### src/rtl/fetch_buffer_pkg.sv
// Shared core package: fetch packet layout and fetch buffer sizing.
// ADDR_WIDTH may be overridden at build time with +define+ADDR_WIDTH=<n>.
`ifndef ADDR_WIDTH
`define ADDR_WIDTH 32
`endif

package riscv_core;

    localparam int FETCH_ADDR_WIDTH   = `ADDR_WIDTH;
    localparam int FETCH_BUFFER_DEPTH = 8;

    typedef struct packed {
        logic [31:0]                 instr;
        logic [FETCH_ADDR_WIDTH-1:0] pc;
        logic                        guesses_branch;
        logic [FETCH_ADDR_WIDTH-1:0] prediction;
    } fetch_packet_t;

endpackage

### src/rtl/fetch_buffer.sv
// In-order instruction queue between fetch and decode, flushable on redirect.
// Optional same-cycle pass-through when empty: define FETCH_BUFFER_BYPASS_EN.
module fetch_buffer
    import riscv_core::*;
#(
    parameter int DEPTH      = FETCH_BUFFER_DEPTH,
    parameter int ADDR_WIDTH = FETCH_ADDR_WIDTH
) (
    input  logic                     clk,
    input  logic                     reset,
    input  logic                     i_flush,
    input  logic                     i_valid,
    input  logic [31:0]              i_instr,
    input  logic [ADDR_WIDTH-1:0]    i_pc,
    input  logic                     i_guesses_branch,
    input  logic [ADDR_WIDTH-1:0]    i_prediction,
    output logic                     o_ready,
    output logic                     o_valid,
    output logic [31:0]              o_instr,
    output logic [ADDR_WIDTH-1:0]    o_pc,
    output logic                     o_guesses_branch,
    output logic [ADDR_WIDTH-1:0]    o_prediction,
    input  logic                     i_ready,
    output logic [$clog2(DEPTH):0]   o_count
);

    localparam int PTR_W = $clog2(DEPTH);
    localparam int CNT_W = PTR_W + 1;

    fetch_packet_t          mem [DEPTH];
    logic [PTR_W-1:0]       rd_ptr;
    logic [PTR_W-1:0]       wr_ptr;
    logic [CNT_W-1:0]       count;

    fetch_packet_t          in_pkt;
    fetch_packet_t          out_pkt;
    logic                   full;
    logic                   empty;
    logic                   enq;
    logic                   deq;

    assign in_pkt.instr          = i_instr;
    assign in_pkt.pc             = i_pc;
    assign in_pkt.guesses_branch = i_guesses_branch;
    assign in_pkt.prediction     = i_prediction;

    assign full  = (count == CNT_W'(DEPTH));
    assign empty = (count == '0);

    // Full blocks enqueue even with a simultaneous dequeue to keep o_ready shallow.
    assign o_ready = ~full & ~i_flush;

`ifdef FETCH_BUFFER_BYPASS_EN
    logic bypass;

    assign bypass  = empty & i_valid & ~i_flush;
    assign o_valid = (~empty | i_valid) & ~i_flush;
    assign out_pkt = empty ? in_pkt : mem[rd_ptr];
    // A bypassed packet taken by the decoder never touches the array.
    assign enq     = i_valid & o_ready & ~(bypass & i_ready);
    assign deq     = o_valid & i_ready & ~bypass;
`else
    assign o_valid = ~empty & ~i_flush;
    assign out_pkt = mem[rd_ptr];
    assign enq     = i_valid & o_ready;
    assign deq     = o_valid & i_ready;
`endif

    assign o_instr          = out_pkt.instr;
    assign o_pc             = out_pkt.pc;
    assign o_guesses_branch = out_pkt.guesses_branch;
    assign o_prediction     = out_pkt.prediction;
    assign o_count          = count;

    always_ff @(posedge clk) begin
        if (reset) begin
            rd_ptr <= '0;
            wr_ptr <= '0;
            count  <= '0;
        end else if (i_flush) begin
            rd_ptr <= '0;
            wr_ptr <= '0;
            count  <= '0;
        end else begin
            if (enq) begin
                wr_ptr <= wr_ptr + PTR_W'(1);
            end
            if (deq) begin
                rd_ptr <= rd_ptr + PTR_W'(1);
            end
            case ({enq, deq})
                2'b10:   count <= count + CNT_W'(1);
                2'b01:   count <= count - CNT_W'(1);
                default: count <= count;
            endcase
        end
    end

    // Storage is not reset; enq already excludes flush cycles.
    always_ff @(posedge clk) begin
        if (enq && !reset) begin
            mem[wr_ptr] <= in_pkt;
        end
    end

endmodule

### config.mk
export PLATFORM = sky130hd
export DESIGN_NAME = fetch_buffer
export DESIGN_NICKNAME = d
export VERILOG_FILES = /design/src/rtl/fetch_buffer_pkg.sv /design/src/rtl/fetch_buffer.sv
export SDC_FILE = /design/constraint.sdc
export NUM_CORES = 1
export LEC_CHECK = 0
export ABC_AREA = 1
export CAP_MARGIN = 20
export CORE_ASPECT_RATIO = 1.75
export CORE_MARGIN = 4
export CORE_UTILIZATION = 63
export CTS_CLUSTER_SIZE = 14
export DETAILED_ROUTE_END_ITERATION = 10
export HOLD_SLACK_MARGIN = 0.06
export PLACE_DENSITY = 0.84
export SLEW_MARGIN = 20
export SYNTH_ARGS = -nofsm -noshare
export SYNTH_HDL_FRONTEND = slang
export SYNTH_SLANG_ARGS = --single-unit
### constraint.sdc
create_clock -name clk -period 28.6 [get_ports clk]
set_input_delay 5.72 -clock clk [delete_from_list [all_inputs] [get_ports clk]]
set_output_delay 5.72 -clock clk [all_outputs]
set_load 0.1 [all_outputs]
# Yosys cells after proc, flatten, opt, wreduce, memory -nomap -nowiden
# Memory sizes are Yosys's and may differ from the RTL's. A register that Yosys moved wholly into a read port is not among the register bits.
# Cells that the tools add are included.
# classes
addsub	4
eq_ne	3
n_mux	5
bitwise	7
reduce_logical	5
# op_table
op	count
$pmux 4 s2	1
$add 3x1->3 const B	2
$mux 3	2
$add 4x1->4 const B	1
$and 1x1->1	4
$eq 4x4->1 const B	1
$logic_not 4->1	1
$sub 4x1->4 const B	1
$not 1->1	3
$eq 2x1->1 const B	1
$eq 2x2->1 const B	1
$mux 1	2
$reduce_bool 2->1	1
$reduce_or 2->1	1
$logic_and 1x1->1	1
$logic_not 1->1	1
# totals
regBits	10
mem_bits_rw	776
input_bits	102
out_inout_bits	103
wordCells	28
memories	1
# memory_table
name	depth	word_bits	read_ports	rd_clocked_by_memory_dff	wr	line	text
mem	8	97	1	1	1	fetch_buffer.sv:30	fetch_packet_t mem [DEPTH];

# Depth between registers and ports, before layout
# Gate-level depths: netlist of run 1.
# logic_depth
ltp_word	7
mapped_depth	13
ltp_nobuf	13

# Worst setup path before layout of run 1
# No wires, ideal clock.
# synth_timing
path_type	in2reg
start	in i_flush
end	mem mem[5][0] in the netlist's numbering (enable)
setup_time_ns	0.673
arrival_time_ns	12.663
required_ns	27.927
path_slack_ns	15.264
path_stages	3
n_path_buf	0
path_cell_list	inv_1 nand3_1 nor3_1
# synth_via
elab_chain_cells	6
# synth_lines
element	line	text
start: declaration	fetch_buffer.sv:11	input logic i_flush,
$not 1->1	fetch_buffer.sv:51	assign o_ready = ~full & ~i_flush;
$and 1x1->1	fetch_buffer.sv:51	
$and 1x1->1	fetch_buffer.sv:65	assign enq = i_valid & o_ready;
$logic_and 1x1->1	fetch_buffer.sv:101	if (enq && !reset) begin
$mux 1	fetch_buffer.sv:101	
$mux 1 (not written as such)	fetch_buffer.sv:102	mem[wr_ptr] <= in_pkt;
end: declaration	fetch_buffer.sv:30	
# No other way between the ends.

# Worst setup path after layout of run 1
# layout_timing
start	in i_flush
end	out o_ready
# layout_via
elab_chain_cells	2
# layout_lines
element	line	text
$not 1->1	fetch_buffer.sv:51	
$and 1x1->1	fetch_buffer.sv:51	
end: declaration	fetch_buffer.sv:17	output logic o_ready,
# No other way between the ends.

==> results of run 1 <==
-- cells in the final DEF, fill, tap and decap left out, types with 8 or more instances in the layout --
cell,netlist,routed
dfxtp_1,13,10
clkdlybuf4s50_1,0,204
nor2_1,598,595
o21ai_0,318,318
nand2_1,320,320
buf_4,7,24
a21oi_1,8,8
nand3_1,8,8
o21ai_1,266,266
diode_2,0,8
clkbuf_16,0,72
clkinv_1,0,8
inv_1,20,20
edfxtp_1,776,776
clkbuf_1,65,17
-- area by class of cell --
| class | count | area [sq um] | area share, % |
|---|---|---|---|
| flip-flops and latches | 789 | 23600 | 66.5 |
| multi-input cells | 1534 | 6640 | 18.7 |
| repair buffers | 231 | 2270 | 6.41 |
| clock buffers | 92 | 1910 | 5.38 |
| well taps | 654 | 818 | 2.31 |
| clock inverters | 17 | 125 | 0.353 |
| inverters | 22 | 91.3 | 0.258 |
| diodes | 8 | 20.0 | 0.0565 |
-- state kept, by name (all words and copies together), names as in the netlist, named ones only --
register / count
wr_ptr: 3
mem: 776
o_count: 4
rd_ptr: 3
-- power breakdown --
part	total, uW	leakage (uW)	switching (uW)	internal [uW]
logic	156	0.00394	116	40.4
registers	1280	0.00710	3.38	1280
clock network	857	0.000988	381	475
total	2290	0.0120	501	1790
-- metal layers --
| layer | routed length [microns] | vias to the layer above | GRT usage (%) |
|---|---|---|---|
| met4 | 2200 | 4 | 11.2 |
| li1 | - | 9096 | - |
| met1 | 25100 | 9721 | 31.5 |
| met3 | 5550 | 155 | 4.79 |
| met5 | 22 | - | 0 |
| met2 | 36200 | 920 | 44.9 |
-- final timing paths --
path / from / to / slack, ns / cells past startpoint
worst max-delay path: i_flush / o_ready / 15.39 / 3
worst min-delay path: wr_ptr[0]$_SDFFE_PP0P_ / wr_ptr[0]$_SDFFE_PP0P_ / 0.51 / 2
worst max register to register: o_count[3]$_SDFFE_PP0P_ / mem[4][87]$_DFFE_PP_ / 25.42 / 7
worst min register to register: wr_ptr[0]$_SDFFE_PP0P_ / wr_ptr[0]$_SDFFE_PP0P_ / 0.51 / 2
-- worst register-to-register path, stage by stage, from the launching register on --
cell and delay (ns):
dfxtp_1 0.36, inv_1 0.13, nor2_1 0.07, nand2_1 0.10
nand4_1 0.36, nor3_2 0.22, buf_4 0.60, buf_4 0.90
-- stage by stage --
stage	worst slack, ns	utilization [%]	area (sq um)
after floorplan	15.26	-	31000
after global placement	15.41	68.5	33400
after detailed placement	15.39	68.5	33400
after CTS	15.37	72.6	35400
after global routing	15.34	72.7	35400
final	15.39	72.7	35400
-- kinds of logic after synthesis --
group	after synthesis	share of synthesized area, %
XOR/XNOR	1	0.0283
AO/OA/AOI/OAI	592	9.56
buffers and inverters	171	2.74
AND/OR/NAND/NOR	935	11.4
flip-flops	789	76.0
adder cells (fa/ha/maj)	6	0.266
==> results.json, run 1 <==
{
  "fin_setup_tns_ns": 0,
  "worst-path-buf-inv": 2,
  "clockRootBuffer": "clkbuf_16",
  "area_growth_pct": 14.3,
  "setup_viol_count_final": 0,
  "drive_above_1_share_pct": 4.66,
  "finalMaxSlewViolations": 0,
  "hold_ws_ns": 0.514,
  "cts_buffers": 69,
  "max_stage_delay_ns": 1.16,
  "end_kind": "output pin",
  "cp-start-kind": "input port",
  "ys_seq_area_share_pct": 76.0,
  "syn-cell-area_sq_um": 31000,
  "totalPowerFinal_uw": 2290,
  "wl_per_cell_microns": 20.6,
  "critPathArrivalTime_ns": 7.49,
  "synth-edff-count": 776,
  "drc": 0,
  "cts_max_level": 3,
  "criticalPathCategory": "in -> out",
  "grt_overflow": 0,
  "core_sq_um": 48700,
  "die_h_microns": 301,
  "start_util_pct": 63.6,
  "critPathMaxFanout": 4,
  "grt_first_pass_wirelength_mm": 106,
  "cts_resized": 0,
  "drtPass1Iterations": 6,
  "skew_ns": 0.0146,
  "vdd_drop_max_mv": 0.0485,
  "worstPathCellList": "clkdlybuf4s50_1, a21oi_1, clkdlybuf4s50_1",
  "die_w_microns": 176,
  "routed_wirelength_mm": 69.1,
  "cp_top_family": "buffers and inverters",
  "path_common_cell": "clkdlybuf4s50_1",
  "ios": 205,
  "first_global_vias": 20200,
  "synthTopCellsByCount": "edfxtp_1, nor2_1, nand2_1",
  "hold_path.class": "reg -> reg",
  "antenna_violating_nets_post_route": 0,
  "finalCritPeriodShare_pct": 46.2,
  "drv_cap": 0,
  "insertion_delay_ns": 0.58,
  "track_usage_pct": 25.7,
  "required_ns": 22.88,
  "rows": 107,
  "die_area_sq_um": 53000,
  "tritoncts": "yes",
  "yosysWarnings": 0,
  "hold_buffers": 0,
  "synth_area_leaders": "edfxtp_1, nor2_1, o21ai_0, o21ai_1, nand2_1",
  "hold_violations": 0,
  "synth-seq-cells": 789,
  "routed_via_density": 5.94,
  "fillers": 3010,
  "fin_cells": 3347,
  "dp_cells": 3229,
  "status": "finished clean",
  "yosysUniqueCellTypes": 22,
  "routabilityCongestion": 0.778,
  "dpl.hpwl_mm": 35.5,
  "clockBufferDepth": 3,
  "portBuffers": 204,
  "nNetsFinal": 2755,
  "grt_max_degree": 194,
  "rsz0062_at_grt": "false",
  "synthesis.instances": 2494,
  "synth_area_leader_cell": "edfxtp_1",
  "antenna_found_initial": 10,
  "power.leakage_uw": 0.0120,
  "avgSynthCellArea_sq_um": 12.4,
  "worst_pin_slew_ns": 1.15,
  "slew_headroom_pct": 23.1,
  "synth_most_common_cell": "edfxtp_1",
  "synth-async-reset-ratio_pct": 0,
  "clock.fmax_ghz": 0.0757,
  "cts.sinks": 789,
  "ys.flop_type": "edfxtp_1",
  "synth_fp_nets": 2602,
  "min_period_ns": 13.21,
  "path_clk_slew_ns": 0.06,
  "synth_top_area_share_pct": 75.2,
  "p_per_area_nw_per_um2": 64.7,
  "drt_iter0_drc": 2003,
  "cp_slowest_cell": "clkdlybuf4s50_1",
  "vias": 19900,
  "cts_setup_buffers": 0
}
Power figures use the tool's default switching activity.
==> run 2, diff against run 1 <==
--- a/config.mk
+++ b/config.mk
@@ -9,11 +9,11 @@
 export CAP_MARGIN = 20
 export CORE_ASPECT_RATIO = 1.75
 export CORE_MARGIN = 4
-export CORE_UTILIZATION = 63
+export CORE_UTILIZATION = 59
 export CTS_CLUSTER_SIZE = 14
 export DETAILED_ROUTE_END_ITERATION = 10
 export HOLD_SLACK_MARGIN = 0.06
-export PLACE_DENSITY = 0.84
+export PLACE_DENSITY = 0.8
 export SLEW_MARGIN = 20
 export SYNTH_ARGS = -nofsm -noshare
 export SYNTH_HDL_FRONTEND = slang
==> constraint.sdc (replaced) <==
create_clock -name clk -period 13.4 [get_ports clk]
set_input_delay 2.68 -clock clk [delete_from_list [all_inputs] [get_ports clk]]
set_output_delay 2.68 -clock clk [all_outputs]
set_load 0.1 [all_outputs]
==> run 2 against run 1 <==
  * Non-clock buffer count shrank 2
  * Clock-buffer cell count shrank 2
  * Global-route usage is 1.9 points lower
  * Routed wire length is 0.63% lower
  * Sequential power rose by 110%
  * Combinational power increased by 110%
==> results.json, run 2 (synthesis gave the netlist of run 1 again) <==
{
  "clockRootBuffer": "clkbuf_16",
  "fin_setup_tns_ns": 0,
  "cts_setup_buffers": 0,
  "drtPass1Iterations": 5,
  "min_period_ns": 7.50,
  "nNetsFinal": 2754,
  "tritoncts": "yes",
  "worst_pin_slew_ns": 1.13,
  "clock.fmax_ghz": 0.133,
  "power.leakage_uw": 0.0120,
  "drc": 0,
  "cp_slowest_cell": "clkdlybuf4s50_1",
  "required_ns": 10.72,
  "drv_cap": 0,
  "grt_overflow": 0,
  "mostFrequentLayoutCells": "edfxtp_1, nor2_1, nand2_1, o21ai_0, o21ai_1",
  "finalMaxSlewViolations": 0,
  "largest_reg_flops": 776,
  "fillers": 3419,
  "rows": 110,
  "postLayoutCellArea_sq_um": 35500,
  "slew_headroom_pct": 24.7,
  "ios": 205,
  "place_area_sq_um": 33400,
  "routed_via_density": 5.79,
  "hold_path.class": "reg -> reg",
  "start_util_pct": 59.9,
  "vdd_drop_max_mv": 0.116,
  "max_stage_delay_ns": 1.16,
  "hold_buffers": 0,
  "finalCritPeriodShare_pct": 56.0,
  "critPathMaxFanout": 93,
  "area_growth_pct": 14.4,
  "die_w_microns": 181,
  "criticalPathCategory": "reg -> out",
  "vias": 19500,
  "die_area_sq_um": 56400,
  "path_clk_slew_ns": 0.06,
  "cts.sinks": 789,
  "top_register": "mem",
  "rsz0062_at_grt": "false",
  "routabilityCongestion": 0.792,
  "clockBufferDepth": 3,
  "cts_max_level": 3,
  "die_h_microns": 311,
  "first_global_vias": 19600,
  "setup_viol_count_final": 0,
  "antenna_violating_nets_post_route": 0,
  "cts_buffers": 70,
  "wl_per_cell_microns": 20.4,
  "hold_violations": 0,
  "grt_first_pass_wirelength_mm": 106,
  "portBuffers": 204,
  "status": "finished clean",
  "p_per_area_nw_per_um2": 138,
  "end_kind": "output pin",
  "antenna_found_initial": 11,
  "drive_above_1_share_pct": 4.66,
  "drt_iter0_drc": 1861,
  "grt_max_degree": 213,
  "skew_ns": 0.0205,
  "track_usage_pct": 23.8,
  "routed_wirelength_mm": 68.6,
  "core_sq_um": 51700,
  "cts_resized": 0,
  "critPathArrivalTime_ns": 4.82,
  "insertion_delay_ns": 0.59,
  "cp-start-kind": "register",
  "worstPathCellList": "buf_4, buf_4, o21ai_0, o21ai_1, nand2_1, nand2_1, clkdlybuf4s50_1",
  "dpl.hpwl_mm": 34.5,
  "final_common_cell": "edfxtp_1"
}
## run 2: report_power, final
part           internal [uW]  switching [uW]  total (uW)
Clock                   1030             818        1850
Sequential              2720            6.12        2730
Combinational           86.2             248         334
Total                   3840            1070        4910
## run 2: area by class of cell
type                            count  area, sq um  area share, %
Timing Repair Buffer              229         2250           6.35
Sequential cell                   789        23600           66.4
Clock inverter                     20          163          0.458
Antenna cell                        7         17.5         0.0494
Tap cell                          672          841           2.37
Inverter                           22          100          0.282
Clock buffer                       90         1890           5.33
Multi-Input combinational cell   1534         6640           18.7
## run 2: final timing paths
check | from | to | slack (ns) | depth (start not counted)
worst max-delay path | register | o_pc[31] | 5.90 | 7
worst min-delay path | wr_ptr[0]$_SDFFE_PP0P_ | wr_ptr[0]$_SDFFE_PP0P_ | 0.49 | 2
worst min register to register | wr_ptr[0]$_SDFFE_PP0P_ | wr_ptr[0]$_SDFFE_PP0P_ | 0.49 | 2
worst max register to register | o_count[1]$_SDFFE_PP0P_ | mem[2][1]$_DFFE_PP_ | 10.13 | 6
## run 2: stage by stage
step	utilization [%]	setup slack, ns	instances	hold WS, ns	power [uW]
2_1_floorplan	-	3.10	2494	0.458	3000
3_3_place_gp	64.5	6.29	3246	0.469	3100
3_5_place_dp	64.5	6.25	3246	0.486	3110
4_1_cts	68.5	5.67	3356	0.496	4940
5_1_grt	68.5	5.64	3361	0.511	5060
6_report	68.6	5.90	3363	0.493	4910
## run 2: per-layer routing
layer	up-vias	GRT usage (%)	share of wire (%)
met5	-	0	0.073
met4	8	9.29	3.0
met3	149	4.63	7.9
met2	779	40.9	51
met1	9445	29.9	38
li1	9098	-	-
## run 2: worst max-delay path, delay by kind of cell, from the launching register on
family	cells	cell delay [ns]
buf+inv	3	2.74
compound gates	2	0.48
flops	1	0.64
simple gates	2	0.24
